[src/rtl/ifetch_queue_if.sv]
// rtl/ifetch_queue_if.sv - fetch-side memory port and decode-side instruction port bundle
//
// Purpose: groups the instruction-memory request/response signals and the
//          decode handshake signals used by ifetch_queue.
// Signals:
//   imem_req/imem_addr            request valid and word-aligned fetch address
//   imem_gnt                      request accepted this cycle
//   imem_rvalid/imem_rdata        in-order read data return
//   ins_valid/ins_ready           decode handshake on the queue head
//   ins_word/ins_pc               head instruction word and its address
//   ins_op/func_code              pre-split ins_word[31:26] / ins_word[5:0]
// Modports:
//   master  the fetch unit (drives requests and the decode side)
//   slave   the environment (memory and decoder)

interface ifetch_queue_if;
   logic        imem_req;
   logic [31:0] imem_addr;
   logic        imem_gnt;
   logic        imem_rvalid;
   logic [31:0] imem_rdata;
   logic        ins_valid;
   logic        ins_ready;
   logic [31:0] ins_word;
   logic [31:0] ins_pc;
   logic [5:0]  ins_op;
   logic [5:0]  func_code;

   modport master (
      output imem_req, imem_addr,
      input  imem_gnt, imem_rvalid, imem_rdata,
      output ins_valid, ins_word, ins_pc, ins_op, func_code,
      input  ins_ready
   );

   modport slave (
      input  imem_req, imem_addr,
      output imem_gnt, imem_rvalid, imem_rdata,
      input  ins_valid, ins_word, ins_pc, ins_op, func_code,
      output ins_ready
   );
endinterface

[src/rtl/ifetch_queue.sv]
// rtl/ifetch_queue.sv - instruction fetch unit with in-order prefetch queue
//
// Purpose: keeps a fetch PC, issues word requests to instruction memory,
//          buffers returned words in a DEPTH-entry FIFO and presents the head
//          to decode. A redirect flushes the queue and discards responses to
//          requests that were already in flight.
// Ports:
//   clk          rising-edge clock
//   rst_n        asynchronous active-low reset
//   redirect     taken branch/jump; flush and refetch from redirect_pc
//   redirect_pc  new fetch address, low two bits ignored
//   busy         requests outstanding or words queued
//   err          sticky: read data returned with nothing outstanding
//   bus          ifetch_queue_if master (memory port + decode port)

module ifetch_queue #(
   parameter int          DEPTH    = 4,
   parameter logic [31:0] RESET_PC = 32'h0000_0000
) (
   input  logic          clk,
   input  logic          rst_n,
   input  logic          redirect,
   input  logic [31:0]   redirect_pc,
   output logic          busy,
   output logic          err,
   ifetch_queue_if.master bus
);

   localparam int AW = $clog2(DEPTH);
   localparam int CW = AW + 1;
   localparam int PW = AW + 2;

   typedef enum logic [1:0] {S_BOOT, S_RUN, S_FLUSH} state_t;

   state_t        r_state, w_state_nxt;
   logic [31:0]   r_fetch_pc, r_resp_pc;
   logic [CW-1:0] r_count, w_count_nxt;
   logic [PW-1:0] r_pending, r_discard, w_pending_nxt, w_discard_nxt;
   logic [AW-1:0] r_wptr, r_rptr;
   logic [31:0]   r_word [DEPTH];
   logic [31:0]   r_pc   [DEPTH];
   logic          r_err;

   logic          w_req, w_grant, w_rv_live, w_push, w_pop, w_valid;
   logic [PW:0]   w_occupancy;
   logic [31:0]   w_redirect_pc, w_head_word;

   // Words already owed to the queue (queued + live in-flight) must never
   // exceed DEPTH, which is what guarantees a push always finds a free slot.
   always_comb begin
      w_redirect_pc = redirect_pc & 32'hFFFF_FFFC;
      w_occupancy   = {2'b00, r_count} + {1'b0, r_pending} - {1'b0, r_discard};
      w_req         = (r_state != S_BOOT) && !redirect
                      && (w_occupancy < (PW+1)'(DEPTH))
                      && (r_pending < PW'(2 * DEPTH));
      w_grant       = w_req && bus.imem_gnt;
      w_rv_live     = bus.imem_rvalid && (r_pending != '0);
      w_valid       = (r_count != '0);
      // A redirect drops this cycle's returning word and makes any pop moot.
      w_push        = w_rv_live && (r_discard == '0) && !redirect;
      w_pop         = w_valid && bus.ins_ready && !redirect;
      w_pending_nxt = r_pending + PW'(w_grant) - PW'(w_rv_live);
      if (redirect) begin
         w_discard_nxt = r_pending - PW'(w_rv_live);
         w_count_nxt   = '0;
      end else begin
         w_discard_nxt = r_discard - PW'(w_rv_live && (r_discard != '0));
         w_count_nxt   = r_count + CW'(w_push) - CW'(w_pop);
      end
   end

   always_comb begin
      w_state_nxt = r_state;
      case (r_state)
         S_BOOT:  w_state_nxt = S_RUN;
         S_RUN:   if (w_discard_nxt != '0) w_state_nxt = S_FLUSH;
         S_FLUSH: if (w_discard_nxt == '0) w_state_nxt = S_RUN;
         default: w_state_nxt = S_RUN;
      endcase
   end

   always_ff @(posedge clk or negedge rst_n) begin
      if (!rst_n) begin
         r_state    <= S_BOOT;
         r_fetch_pc <= RESET_PC;
         r_resp_pc  <= RESET_PC;
         r_count    <= '0;
         r_pending  <= '0;
         r_discard  <= '0;
         r_wptr     <= '0;
         r_rptr     <= '0;
         r_err      <= 1'b0;
      end else begin
         r_state   <= w_state_nxt;
         r_count   <= w_count_nxt;
         r_pending <= w_pending_nxt;
         r_discard <= w_discard_nxt;
         if (bus.imem_rvalid && (r_pending == '0))
            r_err <= 1'b1;
         if (redirect) begin
            r_fetch_pc <= w_redirect_pc;
            r_resp_pc  <= w_redirect_pc;
            r_wptr     <= '0;
            r_rptr     <= '0;
         end else begin
            if (w_grant) r_fetch_pc <= r_fetch_pc + 32'd4;
            if (w_push) begin
               r_resp_pc <= r_resp_pc + 32'd4;
               r_wptr    <= r_wptr + AW'(1);
            end
            if (w_pop) r_rptr <= r_rptr + AW'(1);
         end
      end
   end

   // Queue storage carries no reset; r_count alone decides what is valid.
   always_ff @(posedge clk) begin
      if (w_push) begin
         r_word[r_wptr] <= bus.imem_rdata;
         r_pc[r_wptr]   <= r_resp_pc;
      end
   end

   always_comb begin
      w_head_word    = w_valid ? r_word[r_rptr] : 32'h0;
      bus.imem_req   = w_req;
      bus.imem_addr  = r_fetch_pc;
      bus.ins_valid  = w_valid;
      bus.ins_word   = w_head_word;
      bus.ins_pc     = w_valid ? r_pc[r_rptr] : 32'h0;
      bus.ins_op     = w_head_word[31:26];
      bus.func_code  = w_head_word[5:0];
      busy           = (r_pending != '0) || w_valid;
      err            = r_err;
   end

endmodule

[src/flat_wrapper.sv]
// flat-port wrapper written by rule: the top's interface ports become plain ports
module ifetch_queue_flat 
#(
   parameter int          DEPTH    = 4,
   parameter logic [31:0] RESET_PC = 32'h0000_0000
)
  (clk, rst_n, redirect, redirect_pc, busy, err, bus_imem_req, bus_imem_addr, bus_imem_gnt, bus_imem_rvalid, bus_imem_rdata, bus_ins_valid, bus_ins_word, bus_ins_pc, bus_ins_op, bus_func_code, bus_ins_ready);
  ifetch_queue_if bus_i ();
  input  logic clk;
  input  logic rst_n;
  input  logic redirect;
  input  logic [31:0] redirect_pc;
  output logic busy;
  output logic err;
  output wire logic [$bits(bus_i.imem_req)-1:0] bus_imem_req;
  output wire logic [$bits(bus_i.imem_addr)-1:0] bus_imem_addr;
  input wire logic [$bits(bus_i.imem_gnt)-1:0] bus_imem_gnt;
  input wire logic [$bits(bus_i.imem_rvalid)-1:0] bus_imem_rvalid;
  input wire logic [$bits(bus_i.imem_rdata)-1:0] bus_imem_rdata;
  output wire logic [$bits(bus_i.ins_valid)-1:0] bus_ins_valid;
  output wire logic [$bits(bus_i.ins_word)-1:0] bus_ins_word;
  output wire logic [$bits(bus_i.ins_pc)-1:0] bus_ins_pc;
  output wire logic [$bits(bus_i.ins_op)-1:0] bus_ins_op;
  output wire logic [$bits(bus_i.func_code)-1:0] bus_func_code;
  input wire logic [$bits(bus_i.ins_ready)-1:0] bus_ins_ready;
  assign bus_imem_req = bus_i.imem_req;
  assign bus_imem_addr = bus_i.imem_addr;
  assign bus_i.imem_gnt = bus_imem_gnt;
  assign bus_i.imem_rvalid = bus_imem_rvalid;
  assign bus_i.imem_rdata = bus_imem_rdata;
  assign bus_ins_valid = bus_i.ins_valid;
  assign bus_ins_word = bus_i.ins_word;
  assign bus_ins_pc = bus_i.ins_pc;
  assign bus_ins_op = bus_i.ins_op;
  assign bus_func_code = bus_i.func_code;
  assign bus_i.ins_ready = bus_ins_ready;
  ifetch_queue #(.DEPTH(DEPTH), .RESET_PC(RESET_PC)) u_core (.clk(clk), .rst_n(rst_n), .redirect(redirect), .redirect_pc(redirect_pc), .busy(busy), .err(err), .bus(bus_i));
endmodule
[config.mk]
export PLATFORM = sky130hd
export DESIGN_NAME = ifetch_queue_flat
export DESIGN_NICKNAME = d
export VERILOG_FILES = /design/src/rtl/ifetch_queue_if.sv /design/src/rtl/ifetch_queue.sv /design/src/flat_wrapper.sv
export SDC_FILE = /design/constraint.sdc
export NUM_CORES = 1
export LEC_CHECK = 0
export CAP_MARGIN = 20
export CORE_UTILIZATION = 45
export DETAILED_ROUTE_END_ITERATION = 12
export HOLD_SLACK_MARGIN = 0.15
export PLACE_DENSITY = 0.73
export SYNTH_ARGS = -nofsm -noshare
export SYNTH_HDL_FRONTEND = slang
export SYNTH_SLANG_ARGS = --single-unit
[constraint.sdc]
create_clock -name clk -period 7.4 [get_ports clk]
set_clock_uncertainty 0.1 [all_clocks]
set_input_delay 0.74 -clock clk [delete_from_list [all_inputs] [get_ports clk]]
set_output_delay 0.74 -clock clk [all_outputs]
set_load 0.02 [all_outputs]
Word-level counts from Yosys, hierarchy flattened --
Memories as Yosys holds them, arrays and structs flattened. Index checks and enable logic that the tools add are counted.
Word-level totals: memory bits (writable) 256, memories kept 2, output and inout bits 112, bits of input ports 70, register bits after elaboration 82, word-level logic and storage cells 71
Operators by class: add/sub/neg operators 12, magnitude comparators 2, multiplexer cells 17, reduce and logical (&&, ||, !) cells 25, eq/ne operators 4
Memory list:
- u_core.r_pc | depth 4, bits a word 32, read ports 1, clocked after Yosys merged registers in 0, write ports 1, RTL line ifetch_queue.sv:41 | logic [31:0] r_pc [DEPTH];
- u_core.r_word | depth 4, bits a word 32, read ports 1, clocked after Yosys merged registers in 0, write ports 1, RTL line ifetch_queue.sv:40 | logic [31:0] r_word [DEPTH];
Operators with widths (number):
- 32-bit 2-to-1 mux | 6
- 32-bit by 3-bit adder with 32-bit output, second input constant | 2
- 4-bit logical NOT | 3
- 2-bit 2-to-1 mux | 6
- 4-bit nonzero test | 3
- 4-bit by 1-bit subtractor with 4-bit output | 3
- 1-bit logical AND | 11
- 2-bit nonzero test | 4
- 3-bit by 4-bit adder with 5-bit output | 1
- 5-bit by 3-bit less-than comparator with 1-bit output, second input constant | 1
- 5-bit by 4-bit subtractor with 5-bit output | 1
- 2-bit by 1-bit adder with 2-bit output, second input constant | 2
- 4-bit by 1-bit adder with 4-bit output | 1
- 4-bit less-than comparator, second input constant | 1
- 4-bit 2-to-1 mux | 1
- 2-bit by 1-bit != test with 1-bit output, second input constant | 2
- 2-bit case mux with 2 select lines | 1
- 3-bit by 1-bit adder with 3-bit output | 1
- 3-bit 2-to-1 mux | 1
- 3-bit nonzero test | 1
- 3-bit by 1-bit subtractor with 3-bit output | 1
- 2-bit by 1-bit == test with 1-bit output, second input constant | 1
- 2-bit == test, second input constant | 1
- 1-bit 2-to-1 mux | 2
- 3 further kinds | 3

Depth between registers and ports, before layout --
depth after elaboration 8, depth in mapped cells 15, gate-level depth less buffers 13

Worst setup path after synthesis --
No wires, ideal clock.
path type register to register, from register u_core.r_pending[2], to memory u_core.r_pc[0][10], enable pin, setup time 0.427 ns, buffers on the path 1, cell stages (with the launch flop) 8, period minus slack after synthesis 3.376 ns, setup slack 4.024 ns, arrival time 2.850 ns, path through dfrtp_1 > inv_1 > ha_1 > or3b_1 > nand3_1 > buf_2 > nor2_1 > and2_1
Between the ends: longest elaborated chain between the ends 6
RTL lines:
- from (decl) | RTL line ifetch_queue.sv:38 | logic [PW-1:0] r_pending, r_discard, w_pending_nxt, w_discard_nxt;
- from (signal assigned) | RTL line ifetch_queue.sv:96 | r_pending <= w_pending_nxt;
- 4-bit nonzero test | RTL line ifetch_queue.sv:57 | w_rv_live = bus.imem_rvalid && (r_pending != '0);
- 1-bit logical AND | RTL line ifetch_queue.sv:57
- 1-bit logical AND (2 in a row) | RTL line ifetch_queue.sv:60 | w_push = w_rv_live && (r_discard == '0) && !redirect;
- 1-bit 2-to-1 mux | RTL line ifetch_queue.sv:118 | if (w_push) begin
- 1-bit 2-to-1 mux (not written as such) | RTL line ifetch_queue.sv:120 | r_pc[r_wptr] <= r_resp_pc;
- to (decl) | RTL line ifetch_queue.sv:41
No other way between the ends.

Final worst setup path --
from register u_core.r_rptr[0], to output bus_ins_op[3]
Between the ends: longest elaborated chain between the ends 2
RTL lines:
- from (decl) | RTL line ifetch_queue.sv:39 | logic [AW-1:0] r_wptr, r_rptr;
- from (signal assigned) | RTL line ifetch_queue.sv:111 | if (w_pop) r_rptr <= r_rptr + AW'(1);
- memory read 4 x 32 bit
- 32-bit 2-to-1 mux | RTL line ifetch_queue.sv:125 | w_head_word = w_valid ? r_word[r_rptr] : 32'h0;
- to (decl) | RTL line flat_wrapper.sv:23 | output wire logic [$bits(bus_i.ins_op)-1:0] bus_ins_op;
No other way between the ends.

==> impl_metrics.py <==
metrics = {
    "floorplanning": {
        "num_io_pins": 182,
        "die_y_um": 181,
        "fp.dieW_um": 181,
        "initial_core_util_pct": 45.8,
        "rows": 65,
        "core_area_sq_um": 31600,
        "die_area_sq_um": 32900,
    },
    "worst_setup_path": {
        "cp-start-kind": "register",
        "reg2regPathDepth": 11,
        "endpoint_kind": "output port",
        "critPathMaxStageDelay_ps": 860,
        "path_class": "reg -> out",
        "cpMaxStageDelayCell": "dfrtp_4",
        "worstPathRequired_ps": 6560,
        "timing.rr.end": "u_core.r_pending[2]$_DFF_PN0_",
        "crit_path_start": "u_core.r_rptr[0]$_DFFE_PN0P_",
        "crit_family": "buffers and inverters",
        "crit_path_max_fanout": 33,
        "path_buf_inv": 2,
        "cp_num_cells": 4,
        "crit_end": "bus_ins_op[3]",
        "path_cells": "buf_4 -> mux4_2 -> and2_1 -> clkdlybuf4s50_1",
        "crit_arrival_ps": 3350,
        "timing.reg2reg.setup_slack_ps": 3390,
        "r2r-start": "u_core.r_pending[1]$_DFF_PN0_",
    },
    "sta": {
        "setup_violations": 0,
        "hold_viol": 0,
        "fin_ws_ps": 3210,
        "whs_ps": 371,
        "slew_viol_final": 0,
        "worst_slew_pin_slew_ps": 1020,
        "slew_headroom_pct": 32.0,
        "period_share_pct": 56.7,
        "fmax_mhz": 238,
        "fin_crit_ps": 4190,
        "rsz0062_at_grt": "false",
        "tns_ps": 0,
    },
    "global_routing": {
        "grt_usage_pct": 18.9,
        "first_global_vias": 8778,
        "grt_pass1_wl_um": 48400,
        "grt-ovfl-total": 0,
        "antenna_found_initial": 0,
        "grt_max_degree": 81,
    },
    "placement": {
        "dp_hpwl_um": 19400,
        "pre_cts_slack_ps": 3180,
        "dpl-instance-area_sq_um": 16500,
        "dp.cells": 1472,
        "place.gp.congestion": 0.798,
        "io_buffers": 175,
    },
    "logic_synthesis": {
        "synth_edf_count": 248,
        "synth_cell_type_count": 62,
        "ys.flop_type": "edfxtp_1",
        "synthCells": 943,
        "synth-seq-cells": 326,
        "synthArstFlopShare_pct": 23.9,
        "synthesis.area_sq_um": 14500,
        "avgSynthCellArea_sq_um": 15.4,
        "yosysWarnings": 0,
        "seq_area_frac_synth_pct": 64.9,
    },
    "min_path": {
        "hold_path.class": "reg -> reg",
    },
    "finish": {
        "diodes": 0,
        "post-route-cell-area_sq_um": 17700,
        "area_growth_pct": 22.4,
        "drive_gt1_share_pct": 13.6,
        "final_util_pct": 56.0,
        "num-fill-cells": 2453,
        "final_nets": 1205,
        "final_cell_count_no_fill": 1538,
    },
    "clock_tree": {
        "cts_buffer_depth": 3,
        "cts_tree": "built",
        "clkLatencyLatePin_ps": 510,
        "htree_levels": 2,
        "root_buffer": "clkbuf_16",
        "numCtsBuffers": 35,
        "cts_hold_buf": 0,
        "path_clk_slew_ps": 60,
        "cts_setup_buffers": 0,
        "cts.sinks": 326,
        "post_cts_resized": 0,
    },
    "detailed_routing": {
        "viasPerCell": 5.62,
        "vias": 8637,
        "drtPass1Iterations": 5,
        "ant_nets": 0,
        "dr.first_iter.drc_count": 627,
        "drt_wl_total_um": 30800,
        "drt-wirelength-per-cell_um": 20.0,
        "drc_errors": 0,
    },
    "pwr": {
        "power.density_nw_per_um2": 315,
        "leakagePower_nw": 6.13,
        "ir_worst_vdd_mv": 0.176,
        "p_total_mw": 5.59,
    },
    "job": {
        "max_cap_viol_count": 0,
    },
    "outcome": {
        "status": "completed",
    },
}
## logic make-up (layout without fill, tap and decap cells)
group,after synthesis,after routing,share of synthesized area (%)
AOI/OAI and AO/OA,93,93,4.95
xor gates and xnor gates,36,36,2.18
adders and majority gates,26,26,2.45
buffers and inverters,94,284,3.03
DFF,326,326,64.9
muxes,79,79,10.9
other,1,4,0.0259
and+or+nand+nor,288,288,11.6
## state kept, by name, indices dropped and copies added, names as in the netlist
register,flops
u_core.bus.imem_addr,30
u_core.err,1
u_core.r_count,3
u_core.r_discard,4
u_core.r_pc,120
u_core.r_pending,4
u_core.r_resp_pc,30
u_core.r_rptr,2
u_core.r_state,2
u_core.r_word,128
u_core.r_wptr,2
## cell type report
cell class	instances	area (sq um)	share of cell area [%]
clock inverter	13	161	0.911
sequential	326	9400	53.1
multi-input combinational	526	4670	26.3
clock buffer	51	1010	5.69
inverter	34	130	0.734
tap	402	503	2.84
timing repair buffer	186	1850	10.4
## metal layers
metal	track usage [%]	share of wire [%]	vias up
li1	-	-	3960
met1	27.1	45	4320
met2	30.4	47	321
met3	3.41	6.4	36
met4	3.90	1.2	0
met5	0	0	-
## cells in the mapped netlist, drive strengths merged (11+ instances only)
library cell / number / area, sq um
o21ai: 24 / 120
o31a: 11 / 96.3
and3: 17 / 106
nand2: 45 / 169
ha: 22 / 275
dfrtp: 78 / 1950
xnor2: 27 / 236
nand3: 31 / 155
edfxtp: 248 / 7450
inv: 34 / 130
nor3: 21 / 110
nand4: 21 / 156
mux4: 62 / 1400
and2: 74 / 463
clkbuf: 31 / 116
nor4: 21 / 174
nor2: 24 / 90.1
buf: 29 / 193
## worst min-delay path by stage
stage | from | to | depth (start not counted) | slack, ps
CTS | rst_n | u_core.bus.imem_addr[31]$_DFFE_PN0P_ | 1 | 350
floorplan | rst_n | u_core.bus.imem_addr[10]$_DFFE_PN0P_ | 0 | 340
detailed placement | u_core.err$_DFFE_PN0P_ | u_core.err$_DFFE_PN0P_ | 1 | 360
global placement | u_core.err$_DFFE_PN0P_ | u_core.err$_DFFE_PN0P_ | 1 | 360
finish | u_core.err$_DFFE_PN0P_ | u_core.err$_DFFE_PN0P_ | 1 | 370
global route | u_core.err$_DFFE_PN0P_ | u_core.err$_DFFE_PN0P_ | 1 | 420
## cells in the final DEF (no fill, tap or decap), types with 5 or more instances in the layout
master,Yosys,routed
edfxtp_1,248,248
clkdlybuf4s50_1,0,173
dfrtp_1,78,76
and2_1,74,70
mux4_2,62,62
nand2_1,45,45
clkbuf_16,0,37
inv_1,33,33
nand3_1,31,30
xnor2_1,27,27
nor2_1,24,24
ha_1,22,22
o21ai_0,21,21
nor3_1,20,20
and3_1,17,17
nand4_1,17,17
nor4_1,17,17
o31a_1,11,11
clkbuf_1,31,11
buf_4,17,10
xor2_1,9,9
mux2i_1,9,9
and4_1,8,8
mux2_2,8,8
a221o_1,8,8
a21oi_1,7,7
nand2b_1,7,7
a21o_1,7,7
a21boi_0,7,7
or4_1,5,5
clkinv_2,0,5
## power breakdown
| part | internal (mW) | leakage, nW | total (mW) | switching, mW |
|---|---|---|---|---|
| clock | 1.06 | 0.574 | 1.74 | 0.679 |
| sequential | 2.08 | 3.16 | 2.26 | 0.173 |
| combinational | 0.784 | 2.40 | 1.60 | 0.812 |
(Power assumes the default switching activity.)
